File: config.mk
export PLATFORM = sky130hd
export DESIGN_NAME = operand_gen
export DESIGN_NICKNAME = d
export VERILOG_FILES = /design/src/rtl/operand_gen.sv
export SDC_FILE = /design/constraint.sdc
export NUM_CORES = 1
export LEC_CHECK = 0
export ABC_AREA = 1
export BUFFER_PORTS_ARGS = -buffer_cell sky130_fd_sc_hd__clkbuf_2
export CELL_PAD_IN_SITES_DETAIL_PLACEMENT = 1
export CELL_PAD_IN_SITES_GLOBAL_PLACEMENT = 1
export CORE_UTILIZATION = 30
export DETAILED_ROUTE_END_ITERATION = 6
export PLACE_DENSITY_LB_ADDON = 0.1
export REMOVE_ABC_BUFFERS = 1
export SKIP_LAST_GASP = 1
export SLEW_MARGIN = 10
export SYNTH_ARGS = -nofsm -noshare
export SYNTH_HDL_FRONTEND = slang
export SYNTH_SLANG_ARGS = --single-unit
File: constraint.sdc
create_clock -name clk -period 3.8 [get_ports clk]
set_input_delay 1.14 -clock clk [delete_from_list [all_inputs] [get_ports clk]]
set_output_delay 1.14 -clock clk [all_outputs]
set_load 0.1 [all_outputs]
File: src/rtl/operand_gen.sv
// operand_gen: LFSR-driven operand/opcode source that issues a counted run of
// operand sets to a downstream datapath and tracks that datapath's latency.
module operand_gen #(
  parameter int          N    = 16,
  parameter int          PIPE = 0,
  parameter logic [31:0] SEED = 32'h0000_0001
) (
  input  logic         clk,
  input  logic         rst_n,
  input  logic         start,
  input  logic [15:0]  count,
  input  logic         rand_op,
  input  logic [2:0]   op_in,
  input  logic         stall,
  output logic [N-1:0] A,
  output logic [N-1:0] B,
  output logic [2:0]   opcode,
  output logic         issue_valid,
  output logic         res_valid,
  output logic         busy,
  output logic         done,
  output logic [15:0]  issued
);

  typedef enum logic [2:0] {IDLE, LOAD, RUN, DRAIN, DONE} state_t;

  localparam logic [31:0] POLY       = 32'h8020_0003;
  localparam logic [31:0] LOAD_A     = (SEED == 32'd0) ? 32'h0000_0001 : SEED;
  localparam logic [31:0] LOAD_B     = (SEED == 32'd0) ? 32'hFFFF_FFFE : ~SEED;
  localparam logic [1:0]  DRAIN_LAST = (PIPE <= 1) ? 2'd0 : 2'(PIPE - 1);

  state_t      state;
  state_t      state_next;
  logic [31:0] lfsr_a;
  logic [31:0] lfsr_b;
  logic [15:0] cap_count;
  logic        cap_rand;
  logic [2:0]  cap_op;
  logic [1:0]  drain_cnt;
  logic        fire;
  logic [15:0] issued_inc;

  // One Galois step of the right-shifting 32-bit LFSR.
  function automatic logic [31:0] lfsr_step(input logic [31:0] x);
    return (x >> 1) ^ (x[0] ? POLY : 32'd0);
  endfunction

  assign fire       = (state == RUN) && !stall;
  assign issued_inc = (issued == 16'hFFFF) ? 16'hFFFF : issued + 16'd1;
  assign busy       = (state != IDLE);
  assign done       = (state == DONE);

  // State register.
  always_ff @(posedge clk or negedge rst_n) begin
    if (!rst_n) state <= IDLE;
    else        state <= state_next;
  end

  // Next-state logic; a run ends on the issue that brings issued up to count.
  always_comb begin
    state_next = state;
    case (state)
      IDLE:    if (start) state_next = LOAD;
      LOAD:    state_next = (count == 16'd0) ? DONE : RUN;
      RUN:     if (fire && (issued_inc == cap_count)) state_next = DRAIN;
      DRAIN:   if (drain_cnt == DRAIN_LAST) state_next = DONE;
      DONE:    state_next = IDLE;
      default: state_next = IDLE;
    endcase
  end

  // Counts cycles spent in DRAIN so the FSM waits out the datapath latency.
  always_ff @(posedge clk or negedge rst_n) begin
    if (!rst_n)              drain_cnt <= 2'd0;
    else if (state != DRAIN) drain_cnt <= 2'd0;
    else                     drain_cnt <= drain_cnt + 2'd1;
  end

  // Run capture in LOAD, then operand issue and LFSR advance on unstalled RUN cycles.
  always_ff @(posedge clk or negedge rst_n) begin
    if (!rst_n) begin
      A           <= '0;
      B           <= '0;
      opcode      <= 3'd0;
      issue_valid <= 1'b0;
      issued      <= 16'd0;
      lfsr_a      <= SEED;
      lfsr_b      <= ~SEED;
      cap_count   <= 16'd0;
      cap_rand    <= 1'b0;
      cap_op      <= 3'd0;
    end else begin
      issue_valid <= 1'b0;
      if (state == LOAD) begin
        cap_count <= count;
        cap_rand  <= rand_op;
        cap_op    <= op_in;
        lfsr_a    <= LOAD_A;
        lfsr_b    <= LOAD_B;
        issued    <= 16'd0;
      end else if (fire) begin
        A           <= lfsr_a[N-1:0];
        B           <= lfsr_b[N-1:0];
        opcode      <= cap_rand ? lfsr_a[31:29] : cap_op;
        issue_valid <= 1'b1;
        lfsr_a      <= lfsr_step(lfsr_a);
        lfsr_b      <= lfsr_step(lfsr_b);
        issued      <= issued_inc;
      end
    end
  end

  generate
    if (PIPE == 0) begin : g_nopipe
      assign res_valid = issue_valid;
    end else begin : g_pipe
      logic [PIPE-1:0] dly;

      // Free-running delay line mirroring the datapath latency.
      always_ff @(posedge clk or negedge rst_n) begin
        if (!rst_n) begin
          dly <= '0;
        end else begin
          dly[0] <= issue_valid;
          for (int i = 1; i < PIPE; i++) dly[i] <= dly[i-1];
        end
      end

      assign res_valid = dly[PIPE-1];
    end
  endgenerate

endmodule

* Word level (Yosys, flattened, before mapping) *
Cells that the tools add are included.

storage, ports and cells
  bits in registers = 141
  bits of input ports = 24
  output and inout bits = 55
  word-level logic and storage cells = 55

operators by class
  $add $sub $neg = 2
  equal/unequal tests = 10
  muxes and demuxes = 18
  bitwise logic cells = 3
  reductions and logical operators = 10

operator list
  kind                                                    count
  2-to-1 mux 32 bit                                       6
  bitwise XOR 31 x 32 -> 32 bit                           2
  2-to-1 mux 16 bit                                       3
  adder 16 x 1 -> 16 bit (second input constant)          1
  equality test 16 bit                                    1
  equality test 16 bit (second input constant)            1
  zero test 16 bit                                        1
  2-to-1 mux 3 bit                                        5
  one-hot mux 3 bit (4 select lines)                      1
  equality test 3 x 2 -> 1 bit (second input constant)    2
  inequality test 2 bit (second input constant)           2
  equality test 3 x 1 -> 1 bit (second input constant)    1
  equality test 3 bit (second input constant)             1
  zero test 3 bit                                         1
  inequality test 3 x 2 -> 1 bit (second input constant)  1
  AND reduction 3 bit                                     1
  nonzero test 3 bit                                      1
  adder 2 x 1 -> 2 bit (second input constant)            1
  logical AND 1 bit                                       2
  zero test 2 bit                                         1
  2-to-1 mux 1 bit                                        2
  2-to-1 mux 2 bit                                        1
  inequality test 2 x 1 -> 1 bit (second input constant)  1
  AND reduction 2 bit                                     1
  other kinds (3)                                         3

* Depth between registers and ports, before layout *
Gate-level depths: netlist (run 1).

  word-level depth = 6
  depth in mapped cells = 18
  gate-level depth less buffers = 17

* Worst setup path after synthesis (run 1) *
Ideal clock, no wire load.

  path kind = register -> output
  start = register state[0]
  end = output done
  arrival = 1718 ps
  data required time = 2660 ps
  path slack = 942 ps
  cell stages (with the launch flop) = 4
  path buffers = 0
  cells stage by stage = dfrtp_1 > inv_1 > nand2_1 > nor2_1

between the ends
  word-level cells in the longest chain between the ends = 1

RTL lines
  what                      line  text
  start: declaration        32    state_t state;
  start signal: assignment  56    else state <= state_next;
  equality test 3 bit       51    assign done = (state == DONE);
  end: declaration          21    output logic done,

Every way passes these cells.

* Final worst setup path (run 1) *
  start = register issued[0]
  end = register state[0]

between the ends
  word-level cells in the longest chain between the ends = 6
  elaborated cells on any way between the ends = 7
  classes of those cells = add/sub: 1; eq/ne: 3; mux: 1; reduce/logical: 2

RTL lines
  what                                                                   line  text
  start: declaration                                                     22    output logic [15:0] issued
  start signal: assignment                                               108   issued <= issued_inc;
  adder 16 x 1 -> 16 bit / equality test 16 bit (equally long branches)  49    assign issued_inc = (issued == 16'hFFFF) ? 16'hFFFF : issued + 16'd1;
  2-to-1 mux 16 bit (*)                                                  49
  equality test 16 bit (*)                                               65    RUN: if (fire && (issued_inc == cap_count)) state_next = DRAIN;
  logical AND 1 bit (*)                                                  65
  inequality test 2 x 1 -> 1 bit (no source line) (*)                    --
  AND reduction 3 bit (no source line) (*)                               --

Mark *: on every way between the ends. The rest lies on a longest branch, timed or not.
A chain may end at the register's enable or synchronous reset.

==> impl_metrics.tcl, run 1 <==
set metrics [dict create \
    status "complete, no violations" \
    synth_top_cell_area_share 0.439 \
    power_density_mw_per_mm2 903 \
    ys_ff_latch 141 \
    seq_area_frac_synth 0.574 \
    ys_top_cells_by_area "dfrtp_1 (44%), nand2_1 (16%), dfstp_2 (14%)" \
    leakage_nw 3.85 \
    p_sw_frac 0.448 \
    synth.distinct_cells 32 \
    setup_viol 0 \
    cts_sinks 141 \
    min_to "drain_cnt[0]" \
    power_frac_clock 0.252 \
    route.detailed.drc 0 \
    clkTransAtPathRegs_ns 0.06 \
    cts_max_path_buffers 2 \
    avgViaCountPerCell 4.67 \
    core.rowCount 52 \
    max_cap_viol_count 0 \
    ir_worst_vdd_v 0.000303 \
    drt_first_pass_iters 4 \
    rsz0062_at_grt "no" \
    die_w_um 146 \
    n_fill_cell 2431 \
    areaGrowthSynthToFinish_pct 20.7 \
    routed_wl_mm 16.4 \
    synth-edff-count 0 \
    cts_tree "built" \
    p_comb_frac 0.406 \
    hold_viol_final 0 \
    drv_slew 0 \
    synth_most_common_cell "nand2_1" \
    seq_power_share 0.342 \
    synth_top_cell_by_area "dfrtp_1" \
    routabilityCongestion 0.804 \
    coreArea_mm2 0.0203 \
    grt_pass1_wl_mm 28.4 \
    die-area_mm2 0.0213 \
    postSynthCellCount 746 \
    endpoint_kind "register" \
    clk_latency_ns 0.42 \
    root_buffer "clkbuf_16" \
    ys_warn_count 0 \
    synth_area_mm2 0.00622 \
    hold_path_depth 1 \
    worstHoldStart "drain_cnt[0]" \
    vias 5142 \
    synth_ff_type "dfrtp_1" \
    required_ns 4.16 \
    postCtsHoldBufs 0 \
    htreeDepth 4 \
    p_int_mw 3.74 \
    die_h_um 146 \
    reg2regPathDepth 14 \
    crit_arrival_ns 3.08 \
    grt_usage 0.168 \
    drive_gt1_frac 0.200 \
    r2r-start "issued[0]" \
    start_util 0.306 \
    io_pins 79 \
    hp-class "register to register" \
    final_util 0.370 \
    nNetsFinal 844 \
    ant_nets 0 \
    r2r_end "state[0]" \
    final.period_utilization 0.716 \
    tightest_slew_ns 0.682 \
    ctsResizeCount 0 \
    initialDrtViolationCount 255 \
    dp_hpwl_mm 10.9 \
    ys_top_cells_by_count "nand2_1 (263), dfrtp_1 (109), inv_1 (82), o21ai_0 (62), nand3_1 (56)" \
    worst_hold_slack_ns 0.434 \
    fin_skew_ns 0.0114 \
    start_kind "register" \
    grt_max_degree 75 \
    diodes 0 \
    grt_pass1_vias 5533 \
    crit_type "register to register" \
    antenna_found_initial 0 \
    cts_inserted_buffers 17 \
    cp_max_fo 21 \
    r2r_slack_ns 1.08 \
    timing.final.crit_period_ns 2.72 \
    wl_per_cell_um 14.9 \
    syn_avg_cell_area_um2 8.33 \
    max_freq_mhz 368 \
    io_buffers 78 \
    slew_headroom 0.545 \
    grt_remaining_overflow 0 \
    power.switching_mw 3.04 \
    synthArstFlopShare 1.00 \
    postCtsSetupBuffers 0 \
]
registers in the layout, indices dropped and copies added (netlist names):
register and flops:
state 3, lfsr_b 32, drain_cnt 2, cap_op 3, issue_valid 1, cap_count 16, lfsr_a 32, opcode 3
A 16, B 16, cap_rand 1, issued 16
per-stage QoR:
step                      power [mW]  instances  TNS, ns  worst slack (ns)  instance area (um2)
after CTS                       6.89       1101        0              1.07                 7500
final                           6.78       1101        0              1.08                 7500
after global placement          5.06       1069        0              1.04                 6900
after detailed placement        5.14       1069        0              1.00                 6900
after floorplan                 4.41        714   -61.21             -1.14                 6080
after global routing            7.24       1101        0             0.880                 7500
final cells by class:
class | instances | area, um2 | share of cell area
sequential | 141 | 3570 | 0.476
multi-input combinational | 489 | 2200 | 0.293
timing repair buffer | 85 | 474 | 0.0632
clock buffer | 23 | 468 | 0.0624
tap | 270 | 338 | 0.0450
inverter | 84 | 317 | 0.0422
clock inverter | 9 | 135 | 0.0180
worst max path at each step:
stage,from,slack (ns),cells after the start,end
2_1_floorplan,stall,-1.14,4,issued[4]
3_3_place_gp,stall,1.04,8,lfsr_b[31]
3_5_place_dp,stall,1.00,8,lfsr_b[31]
4_1_cts,issued[0],1.07,14,state[0]
5_1_grt,issued[0],0.88,14,state[0]
6_report,issued[0],1.08,14,state[0]
routing by layer:
metal,global-route usage,vias to the layer above,part of all wire,wire length [um]
met5,0,-,0,0
met4,0.0584,0,0.019,318
met3,0.0376,23,0.029,469
met2,0.278,84,0.48,7850
met1,0.216,2545,0.47,7750
li1,-,2490,-,-
power by group through the flow:
stage / Clock [mW] / Combinational (mW) / Sequential, mW
6_report: 1.71 / 2.75 / 2.32
5_1_grt: 1.83 / 3.03 / 2.38
3_5_place_dp: 0 / 2.79 / 2.34
3_3_place_gp: 0 / 2.73 / 2.33
2_1_floorplan: 0 / 1.14 / 3.26
4_1_cts: 1.76 / 2.80 / 2.32
critical path, cell delays in order, from the launching register on:
cell and delay (ns):
dfrtp_1 0.45, ha_1 0.28, nand3_2 0.15, nor2_4 0.08, nand2_2 0.38, nand2_1 0.21
a21oi_1 0.28, nand2_1 0.08, nor2_1 0.20, nand2_1 0.12, nor2_2 0.14, nand2_1 0.10
nand2_1 0.07, nand2_1 0.05, nand2_1 0.06
kinds of logic (layout without fill, tap and decap cells):
family / Yosys count / after routing / share of synthesized area
AOI/OAI and AO/OA: 91 / 91 / 0.0781
buffers and inverters: 116 / 201 / 0.0731
DFF: 141 / 141 / 0.574
and+or+nand+nor: 390 / 390 / 0.262
adders and majority gates: 2 / 2 / 0.00403
xor gates and xnor gates: 6 / 6 / 0.00845
placed cells by master (no fill, tap or decap):
cell	count
ha_1	2
nand2_1	263
clkinv_2	2
o22ai_1	16
nand3_2	2
nand3b_1	1
clkinv_1	1
nor2_1	39
dfstp_2	32
a31oi_1	2
nor2_4	2
nand2_2	3
clkbuf_8	2
bufinv_16	3
clkinv_4	1
clkbuf_2	77
nand4_1	9
buf_12	2
buf_4	5
a21oi_1	4
or2_2	8
o211ai_1	3
buf_6	1
o21ai_0	62
clkbuf_1	4
clkbuf_16	17
inv_6	1
nor3_1	1
nand2_4	1
xor2_1	1
nor2_2	4
xnor2_1	5
dfrtp_1	109
inv_1	82
clkinvlp_4	3
or4_1	1
nand3_1	56
o21ai_1	4
(Power assumes the default switching activity.)
==> run 2, diff against run 1 <==
==> constraint.sdc (replaced) <==
create_clock -name clk -period 2.4 [get_ports clk]
set_input_delay 0.72 -clock clk [delete_from_list [all_inputs] [get_ports clk]]
set_output_delay 0.72 -clock clk [all_outputs]
set_load 0.1 [all_outputs]
==> run 2 against run 1 <==
  * Clock power grew 64%
  * Die area did not move
  * Via count shrank 0.16%
  * Critical path depth decreased by 11
  * Non-clock buffer count rose by 8
  * Combinational power up 60%
  * Routed wire length about the same
  * Cell area increased by 1.4%
  * Critical endpoint is now busy
  * Highest routed layer unchanged
==> impl_metrics.tcl, run 2 (synthesis results as in run 1) <==
set metrics [dict create \
    status "complete, no violations" \
    reg2regPathDepth 15 \
    power_density_mw_per_mm2 1430 \
    ant_nets 0 \
    grt_pass1_wl_mm 27.8 \
    postCtsHoldBufs 0 \
    avgViaCountPerCell 4.63 \
    cp_max_fo 5 \
    die-area_mm2 0.0213 \
    clkTransAtPathRegs_ns 0.06 \
    timing.final.crit_period_ns 2.25 \
    hold_viol_final 0 \
    power.total_mw 10.9 \
    drive_gt1_frac 0.209 \
    finalNonFillerCells 1109 \
    cts_sinks 141 \
    route.detailed.drc 0 \
    die_h_um 146 \
    endpoint_kind "primary output" \
    crit_type "register to primary output" \
    final.period_utilization 0.939 \
    required_ns 1.68 \
    final_util 0.375 \
    initialDrtViolationCount 197 \
    rsz0062_at_grt "no" \
    r2r_slack_ns 0.24 \
    worstSetupStartpoint "state[1]" \
    diodes 0 \
    crit_arrival_ns 1.53 \
    routed_wl_mm 16.4 \
    crit_end "busy" \
    antenna_found_initial 0 \
    placed_cells 1077 \
    nNetsFinal 852 \
    vias 5134 \
    hp-class "input pin to async pin" \
    slew_headroom 0.625 \
    setup_viol 0 \
    clk_latency_ns 0.42 \
    io_buffers 78 \
    reg.largest.list "lfsr_a: 32 flops, lfsr_b: 32 flops" \
    areaGrowthSynthToFinish_pct 22.4 \
    cts_tree "built" \
    leakage_nw 3.93 \
    grt_usage 0.165 \
    grt_max_degree 70 \
    grt_remaining_overflow 0 \
    crit_path_top_delay_cell "clkbuf_2" \
    io_pins 79 \
    root_buffer "clkbuf_16" \
    coreArea_mm2 0.0203 \
    final_cell_mix "nand2_1 (263), dfrtp_1 (109), inv_1 (82), clkbuf_2 (77), o21ai_0 (62)" \
    dp_hpwl_mm 11.2 \
    max_cap_viol_count 0 \
    drt_first_pass_iters 4 \
    drv_slew 0 \
    tightest_slew_ns 0.566 \
    core.rowCount 52 \
    path_depth 3 \
    wl_per_cell_um 14.8 \
    max_freq_mhz 444 \
    r2r-start "issued[0]" \
    max_stage_delay_ns 0.47 \
    grt_pass1_vias 5460 \
    postCtsSetupBuffers 0 \
    n_fill_cell 2480 \
    cts_inserted_buffers 17 \
    crit_family "buffers and inverters" \
    cp_num_buf_inv 2 \
    final_common_cell "nand2_1" \
    cts_max_path_buffers 2 \
    start_util 0.306 \
    fin_skew_ns 0.00648 \
    path_cells "inv_1, nand2_1, clkbuf_2" \
    start_kind "register" \
    routabilityCongestion 0.809 \
    htreeDepth 4 \
    ir_worst_vdd_v 0.000544 \
    r2r_end "state[0]" \
    die_w_um 146 \
]
## run 2: cell types whose count changed in the layout (fill, tap and decap cells not counted), sizes merged
| cell | change |
|---|---|
| clkinv | +2 |
| clkbuf | -2 |
| clkinvlp | -1 |
| buf | +8 |
| bufinv | +1 |
## run 2: timing repair
item / 4_1_cts / 5_1_grt
setup endpoints to repair: 0 / 2
resized for setup: 0 / 1
endpoints found under the hold margin: 0 / 0
## run 2: worst reg2reg max path: stages, from the launching register on
cell     delay, ns
dfrtp_1       0.43
ha_1          0.26
nand3_2       0.15
nor2_4        0.22
nand3_2       0.22
nand2_1       0.16
nand2_1       0.06
nand2_1       0.05
nand2_1       0.05
nor2_1        0.10
nand2_1       0.08
nor2_2        0.07
nand2_1       0.08
nand2_1       0.07
nand2_1       0.05
nand2_1       0.05
## run 2: worst min path at each step
stage	start	to	slack [ns]	cells after the start
final	rst_n	issued[7]	0.25	1
after global routing	rst_n	issued[5]	0.28	1
after CTS	rst_n	issued[5]	0.26	1
after detailed placement	drain_cnt[0]	drain_cnt[0]	0.43	1
after global placement	drain_cnt[0]	drain_cnt[0]	0.41	1
after floorplan	drain_cnt[0]	drain_cnt[0]	0.40	1
## run 2: routing by layer
layer	vias up	global-route usage	routed length (um)
met2	69	0.273	7810
li1	2510	-	-
met1	2532	0.215	7800
met3	23	0.0317	425
met4	0	0.0626	336
met5	-	0	0
## run 2: metrics by stage
| step | cell area, um2 | hold slack, ns | setup TNS, ns | worst slack, ns |
|---|---|---|---|---|
| 6_report | 7610 | 0.255 | 0 | 0.145 |
| 5_1_grt | 7610 | 0.281 | 0 | 0.00554 |
| 4_1_cts | 7600 | 0.259 | 0 | 0.110 |
| 3_5_place_dp | 6980 | 0.427 | 0 | 0.119 |
| 3_3_place_gp | 6980 | 0.412 | 0 | 0.181 |
| 2_1_floorplan | 6080 | 0.402 | -175.01 | -2.12 |
## run 2: final cells by class
class	count	area, um2	area share
Multi-Input combinational cell	489	2210	0.290
Sequential cell	141	3570	0.469
Clock inverter	11	168	0.0220
Timing Repair Buffer	93	559	0.0735
Clock buffer	21	450	0.0592
Inverter	84	317	0.0416
Tap cell	270	338	0.0444
## run 2: report_power, final
group          internal [mW]  total [mW]  switching (mW)
sequential              3.28        3.67           0.386
clock                   1.77        2.80            1.03
combinational          0.966        4.40            3.43
